**src/rtl/hit_resolver_if.sv**
```systemverilog
// Fighter damage bus between the hitbox/animation logic and the HUD.
// Groups the frame strobe, contact inputs and health/status outputs of hit_resolver.
// With HIT_COUNT_EN defined, the bus also carries an 8-bit hit_count.
// dbg_state exposes the resolver FSM state for observation.
interface hit_resolver_if;
    logic       frame_clk;
    logic       contact;
    logic       attack_active;
    logic [7:0] damage;
    logic       restart;
    logic [7:0] health;
    logic       hit_pulse;
    logic       invuln;
    logic       ko;
    logic [1:0] dbg_state;
`ifdef HIT_COUNT_EN
    logic [7:0] hit_count;
`endif

    // Producer side: drives the stimulus and observes the status.
    modport master (
        output frame_clk, contact, attack_active, damage, restart,
`ifdef HIT_COUNT_EN
        input  hit_count,
`endif
        input  health, hit_pulse, invuln, ko, dbg_state
    );

    // Resolver side.
    modport slave (
        input  frame_clk, contact, attack_active, damage, restart,
`ifdef HIT_COUNT_EN
        output hit_count,
`endif
        output health, hit_pulse, invuln, ko, dbg_state
    );
endinterface

```
**src/rtl/hit_resolver.sv**
```systemverilog
// hit_resolver: turns per-frame hitbox contact into damage for one fighter.
// Contact is sampled once per frame tick. A hit subtracts damage from health, with saturation at 0.
// After each hit, INVULN_FRAMES frame ticks of invulnerability follow.
// Knockout holds until restart.
// Optional feature: define HIT_COUNT_EN to add a saturating 8-bit hit counter on the bus.
// Status outputs are decoded from the registered state and health. They carry no logic from the inputs.
module hit_resolver #(
    parameter int MAX_HEALTH    = 100,
    parameter int INVULN_FRAMES = 30
) (
    input  logic         Clk,
    input  logic         Reset_n,
    hit_resolver_if.slave bus
);
    localparam logic [7:0] LP_MAX_HEALTH = 8'(MAX_HEALTH);
    localparam logic [7:0] LP_INVULN     = 8'(INVULN_FRAMES);

    typedef enum logic [1:0] {
        S_READY  = 2'd0,
        S_HIT    = 2'd1,
        S_INVULN = 2'd2,
        S_KO     = 2'd3
    } state_t;

    state_t     r_state;
    logic [7:0] r_health;
    logic [7:0] r_frame_cnt;
    logic       r_s1, r_s2, r_s3;
    logic       w_tick;
    logic       w_contact_hit;

    // frame_clk synchronizer plus edge-detect delay flop
    always_ff @(posedge Clk or negedge Reset_n) begin
        if (!Reset_n) begin
            r_s1 <= 1'b0;
            r_s2 <= 1'b0;
            r_s3 <= 1'b0;
        end else begin
            r_s1 <= bus.frame_clk;
            r_s2 <= r_s1;
            r_s3 <= r_s2;
        end
    end

    // One Clk-wide strobe per rising frame_clk edge
    assign w_tick        = r_s2 & ~r_s3;
    assign w_contact_hit = w_tick & bus.contact & bus.attack_active;

    // Damage FSM. Restart overrides every state.
    // A tick that arrives during S_HIT is deliberately dropped.
    always_ff @(posedge Clk or negedge Reset_n) begin
        if (!Reset_n) begin
            r_state     <= S_READY;
            r_health    <= LP_MAX_HEALTH;
            r_frame_cnt <= 8'd0;
        end else if (bus.restart) begin
            r_state     <= S_READY;
            r_health    <= LP_MAX_HEALTH;
            r_frame_cnt <= 8'd0;
        end else begin
            case (r_state)
                S_READY: begin
                    if (w_contact_hit) begin
                        r_state <= S_HIT;
                    end
                end
                S_HIT: begin
                    r_frame_cnt <= LP_INVULN;
                    if (bus.damage >= r_health) begin
                        r_health <= 8'd0;
                        r_state  <= S_KO;
                    end else begin
                        r_health <= r_health - bus.damage;
                        r_state  <= S_INVULN;
                    end
                end
                S_INVULN: begin
                    if (w_tick) begin
                        if (r_frame_cnt == 8'd1) begin
                            r_frame_cnt <= 8'd0;
                            r_state     <= S_READY;
                        end else begin
                            r_frame_cnt <= r_frame_cnt - 8'd1;
                        end
                    end
                end
                S_KO: begin
                    r_health <= 8'd0;
                end
                default: begin
                    r_state <= S_READY;
                end
            endcase
        end
    end

`ifdef HIT_COUNT_EN
    logic [7:0] r_hit_count;

    // Saturating count of applied hits for the current round
    always_ff @(posedge Clk or negedge Reset_n) begin
        if (!Reset_n) begin
            r_hit_count <= 8'd0;
        end else if (bus.restart) begin
            r_hit_count <= 8'd0;
        end else if (r_state == S_HIT && r_hit_count != 8'hFF) begin
            r_hit_count <= r_hit_count + 8'd1;
        end
    end

    assign bus.hit_count = r_hit_count;
`endif

    assign bus.health    = r_health;
    assign bus.hit_pulse = (r_state == S_HIT);
    assign bus.invuln    = (r_state == S_INVULN);
    assign bus.ko        = (r_state == S_KO);
    assign bus.dbg_state = r_state;
endmodule

```
**src/flat_wrapper.sv**
```systemverilog
// flat-port wrapper written by rule: the top's interface ports become plain ports
module hit_resolver_flat 
#(
    parameter int MAX_HEALTH    = 100,
    parameter int INVULN_FRAMES = 30
)
  (Clk, Reset_n, bus_frame_clk, bus_contact, bus_attack_active, bus_damage, bus_restart, bus_health, bus_hit_pulse, bus_invuln, bus_ko, bus_dbg_state);
  hit_resolver_if bus_i ();
  input  logic Clk;
  input  logic Reset_n;
  input wire logic [$bits(bus_i.frame_clk)-1:0] bus_frame_clk;
  input wire logic [$bits(bus_i.contact)-1:0] bus_contact;
  input wire logic [$bits(bus_i.attack_active)-1:0] bus_attack_active;
  input wire logic [$bits(bus_i.damage)-1:0] bus_damage;
  input wire logic [$bits(bus_i.restart)-1:0] bus_restart;
  output wire logic [$bits(bus_i.health)-1:0] bus_health;
  output wire logic [$bits(bus_i.hit_pulse)-1:0] bus_hit_pulse;
  output wire logic [$bits(bus_i.invuln)-1:0] bus_invuln;
  output wire logic [$bits(bus_i.ko)-1:0] bus_ko;
  output wire logic [$bits(bus_i.dbg_state)-1:0] bus_dbg_state;
  assign bus_i.frame_clk = bus_frame_clk;
  assign bus_i.contact = bus_contact;
  assign bus_i.attack_active = bus_attack_active;
  assign bus_i.damage = bus_damage;
  assign bus_i.restart = bus_restart;
  assign bus_health = bus_i.health;
  assign bus_hit_pulse = bus_i.hit_pulse;
  assign bus_invuln = bus_i.invuln;
  assign bus_ko = bus_i.ko;
  assign bus_dbg_state = bus_i.dbg_state;
  hit_resolver #(.MAX_HEALTH(MAX_HEALTH), .INVULN_FRAMES(INVULN_FRAMES)) u_core (.Clk(Clk), .Reset_n(Reset_n), .bus(bus_i));
endmodule
```
**config.mk**
```make
export PLATFORM = sky130hd
export DESIGN_NAME = hit_resolver_flat
export DESIGN_NICKNAME = d
export VERILOG_FILES = /design/src/rtl/hit_resolver_if.sv /design/src/rtl/hit_resolver.sv /design/src/flat_wrapper.sv
export SDC_FILE = /design/constraint.sdc
export NUM_CORES = 1
export LEC_CHECK = 0
export ABC_CLOCK_PERIOD_IN_PS = 3200
export CORE_ASPECT_RATIO = 1.4
export CORE_MARGIN = 4
export CORE_UTILIZATION = 40
export DETAILED_ROUTE_END_ITERATION = 8
export GPL_TIMING_DRIVEN = 0
export SLEW_MARGIN = 20
export SYNTH_ARGS = -nofsm -noshare
export SYNTH_HDL_FRONTEND = slang
export SYNTH_SLANG_ARGS = --single-unit
```
**constraint.sdc**
```tcl
create_clock -name Clk -period 3.2 [get_ports Clk]
set_clock_uncertainty 0.1 [all_clocks]
set_input_delay 0.8 -clock Clk [delete_from_list [all_inputs] [get_ports Clk]]
set_output_delay 0.8 -clock Clk [all_outputs]
set_load 0.05 [all_outputs]
```
==> results.py, run 1 <==
metrics = {
    "worst_hold_path": {
        "hold_class": "reg -> reg",
        "min_path_cells": 0,
    },
    "logic_synthesis": {
        "synth_cell_types": 50,
        "async_flop_share": 1.00,
        "ys_top_cells_by_area": "dfrtp_1 (29%), ha_1 (11%), dfstp_2 (5.1%), inv_1 (3.9%), o31ai_1 (3.9%)",
        "synth_top_area_frac": 0.290,
        "avgSynthCellArea_um2": 9.03,
        "yosysTopAreaCell": "dfrtp_1",
        "synth_warnings": 0,
        "ys_top_cells_by_count": "dfrtp_1 (18), inv_1 (16), ha_1 (14)",
        "postSynthCellCount": 172,
        "dominantRegCellSynth": "dfrtp_1",
        "ys_seq_area_frac": 0.341,
        "synth-seq-cells": 21,
        "synth_most_common_cell": "dfrtp_1",
        "synth_fp_nets": 201,
        "synth_edf_count": 0,
        "syn-cell-area_um2": 1550,
    },
    "power": {
        "powerDensity_nw_per_um2": 324,
        "power_leakage_nw": 0.803,
        "peakVddDrop_v": 0.000190,
    },
    "cts": {
        "clkTransAtPathRegs_ps": 80,
        "cts_tree": "yes",
        "post-cts-setup-buffer-count": 0,
        "cts_hold_buffers": 0,
        "cts_buffer_depth": 2,
        "cts-root-buf": "clkbuf_8",
        "cts_num_sinks": 21,
        "h-tree-depth": 1,
        "cts_made_buffers": 3,
        "clk_latency_ps": 260,
        "ctsResizeCount": 0,
    },
    "global_route": {
        "grt_pass1_wl_mm": 6.22,
        "grt.total_usage": 0.162,
        "grt_pass1_vias": 1430,
        "overflow": 0,
        "grt_max_degree": 22,
        "antenna_found_initial": 0,
    },
    "die": {
        "start_util": 0.419,
        "fp.dieH_um": 81.8,
        "row_count": 26,
        "die_x_um": 60.7,
        "fp.coreArea_um2": 3710,
        "dieArea_um2": 4960,
        "ioPinCount": 27,
    },
    "setup_path": {
        "rr_endpoint": "u_core.bus.health[7]",
        "worstSetupPathType": "reg -> out",
        "crit_path_end_kind": "output port",
        "path_max_fanout": 8,
        "crit_path_end": "bus_invuln",
        "startpoint": "u_core.bus.dbg_state[0]",
        "critPathLaunchType": "register",
        "r2r_start": "u_core.bus.health[5]",
        "required_ps": 2300,
        "ff2ff_setup_slack_ps": 850,
        "crit_arrival_ps": 2030,
        "rr_worst_depth": 6,
    },
    "timing": {
        "slew_headroom": 0.349,
        "finalSetupViolCount": 0,
        "post-route-min-period_ps": 2930,
        "rsz0062_at_grt": "false",
        "period_share": 0.916,
        "hold_violations": 0,
        "tightestPinTransition_ps": 974,
        "drv_slew": 0,
        "whs_ps": 253,
        "setup_tns_ps": 0,
        "max_freq_ghz": 0.341,
    },
    "routing": {
        "drtAntennaViolNets": 0,
        "avgRoutedWirePerCell_um": 14.9,
        "drt-pass1-iter-count": 4,
        "wl_mm": 3.63,
        "vias": 1355,
        "drc": 0,
        "drtIter0Drc": 52,
        "vias_per_cell": 5.55,
    },
    "placed_design": {
        "dp_hpwl_mm": 2.98,
        "place.gp.congestion": 0.869,
        "dp_cells": 240,
        "io_buffers": 26,
        "placed_cell_area_um2": 1870,
    },
    "finish": {
        "final_layout_size_suffix_gt1_frac": 0.0941,
        "utilization": 0.516,
        "final_area_um2": 1910,
        "antenna_cells": 0,
        "stdcell_count": 244,
        "final_nets": 232,
        "area_growth_pct": 23.1,
    },
    "outcome": {
        "outcome": "finished clean",
    },
    "job": {
        "drv_cap": 0,
    },
}
==> sequential cells by signal, indices dropped and copies added, names as in the netlist <==
signal	cells
u_core.r_s3	1
u_core.bus.health	8
u_core.r_s1	1
u_core.r_frame_cnt	8
u_core.bus.dbg_state	2
u_core.r_s2	1
==> layout make-up <==
type / instances / area, µm²
Buffer: 2 / 15.0
Tap cell: 42 / 52.6
Timing Repair Buffer: 26 / 260
Inverter: 17 / 63.8
Multi-Input combinational cell: 132 / 946
Sequential cell: 21 / 529
Clock inverter: 1 / 5.00
Fill cell: 380 / 1800
Clock buffer: 3 / 41.3
==> per-stage QoR <==
step | setup slack (ps) | total power, mW
global route | 180 | 0.656
floorplan | 633 | 0.398
CTS | 266 | 0.629
detailed placement | 38.1 | 0.453
global placement | 5.57 | 0.449
finish | 270 | 0.621
==> cell usage in the layout (no fill, tap or decap), types with 3 or more instances in the layout <==
cell and instances:
xor2_1 3, clkdlybuf4s50_1 26, dfrtp_1 18, or3_1 3, inv_1 16, ha_1 14
nand2_1 11, nand2b_1 8, o31ai_1 8, a21oi_1 9, mux2i_1 3, dfstp_2 3
nor2_1 12, clkbuf_8 3, o21ai_0 9, nor3_1 8, nand3_1 4
==> worst min-delay path by stage <==
stage / end / from / slack (ps)
floorplan: u_core.r_s2 / u_core.r_s1 / 230
global placement: u_core.r_s2 / u_core.r_s1 / 230
detailed placement: u_core.r_s2 / u_core.r_s1 / 240
CTS: u_core.r_s2 / u_core.r_s1 / 260
global route: u_core.r_s2 / u_core.r_s1 / 270
finish: u_core.r_s2 / u_core.r_s1 / 250
==> worst max-delay path, stage by stage, from the launching register on <==
cell and delay [ps]:
dfrtp_1 440, inv_1 100, ha_1 370, clkdlybuf4s50_1 870
==> cells by family (layout without fill, tap and decap cells) <==
logic type,Yosys count,in the layout,share of synthesized area
adder cells (fa/ha/maj),15,15,0.126
XOR/XNOR,4,4,0.0225
AO/OA/AOI/OAI,46,46,0.215
flip-flops,21,21,0.341
multiplexers,3,3,0.0193
buffers and inverters,19,49,0.0507
AND/OR/NAND/NOR,64,64,0.226
==> per-layer routing <==
metal	vias to the layer above	global-route usage	part of all wire
met4	0	0.0477	0.012
met1	645	0.177	0.39
met3	6	0.0204	0.027
met2	24	0.313	0.57
li1	680	-	-
met5	-	0	0
==> report_power, final <==
group,switching (mW),total (mW),internal [mW]
Combinational,0.0917,0.160,0.0682
Clock,0.0870,0.174,0.0866
Sequential,0.0101,0.287,0.277
Note: power is estimated with default switching activity, not from simulation.
==> run 2: changes to the inputs <==
--- a/config.mk
+++ b/config.mk
@@ -11,7 +11,6 @@
 export CORE_UTILIZATION = 40
 export DETAILED_ROUTE_END_ITERATION = 8
 export GPL_TIMING_DRIVEN = 0
-export SLEW_MARGIN = 20
 export SYNTH_ARGS = -nofsm -noshare
 export SYNTH_HDL_FRONTEND = slang
 export SYNTH_SLANG_ARGS = --single-unit
==> results of run 2 <==
Final layout, timing and power as in run 1 (identical DEF).
==> run 3: changes to the inputs <==
--- a/config.mk
+++ b/config.mk
@@ -11,6 +11,8 @@
 export CORE_UTILIZATION = 40
 export DETAILED_ROUTE_END_ITERATION = 8
 export GPL_TIMING_DRIVEN = 0
+export SLEW_MARGIN = 20
 export SYNTH_ARGS = -nofsm -noshare
 export SYNTH_HDL_FRONTEND = slang
 export SYNTH_SLANG_ARGS = --single-unit
+export TNS_END_PERCENT = 1
==> results of run 3 <==
Final layout, timing and power as in run 1 (identical DEF).
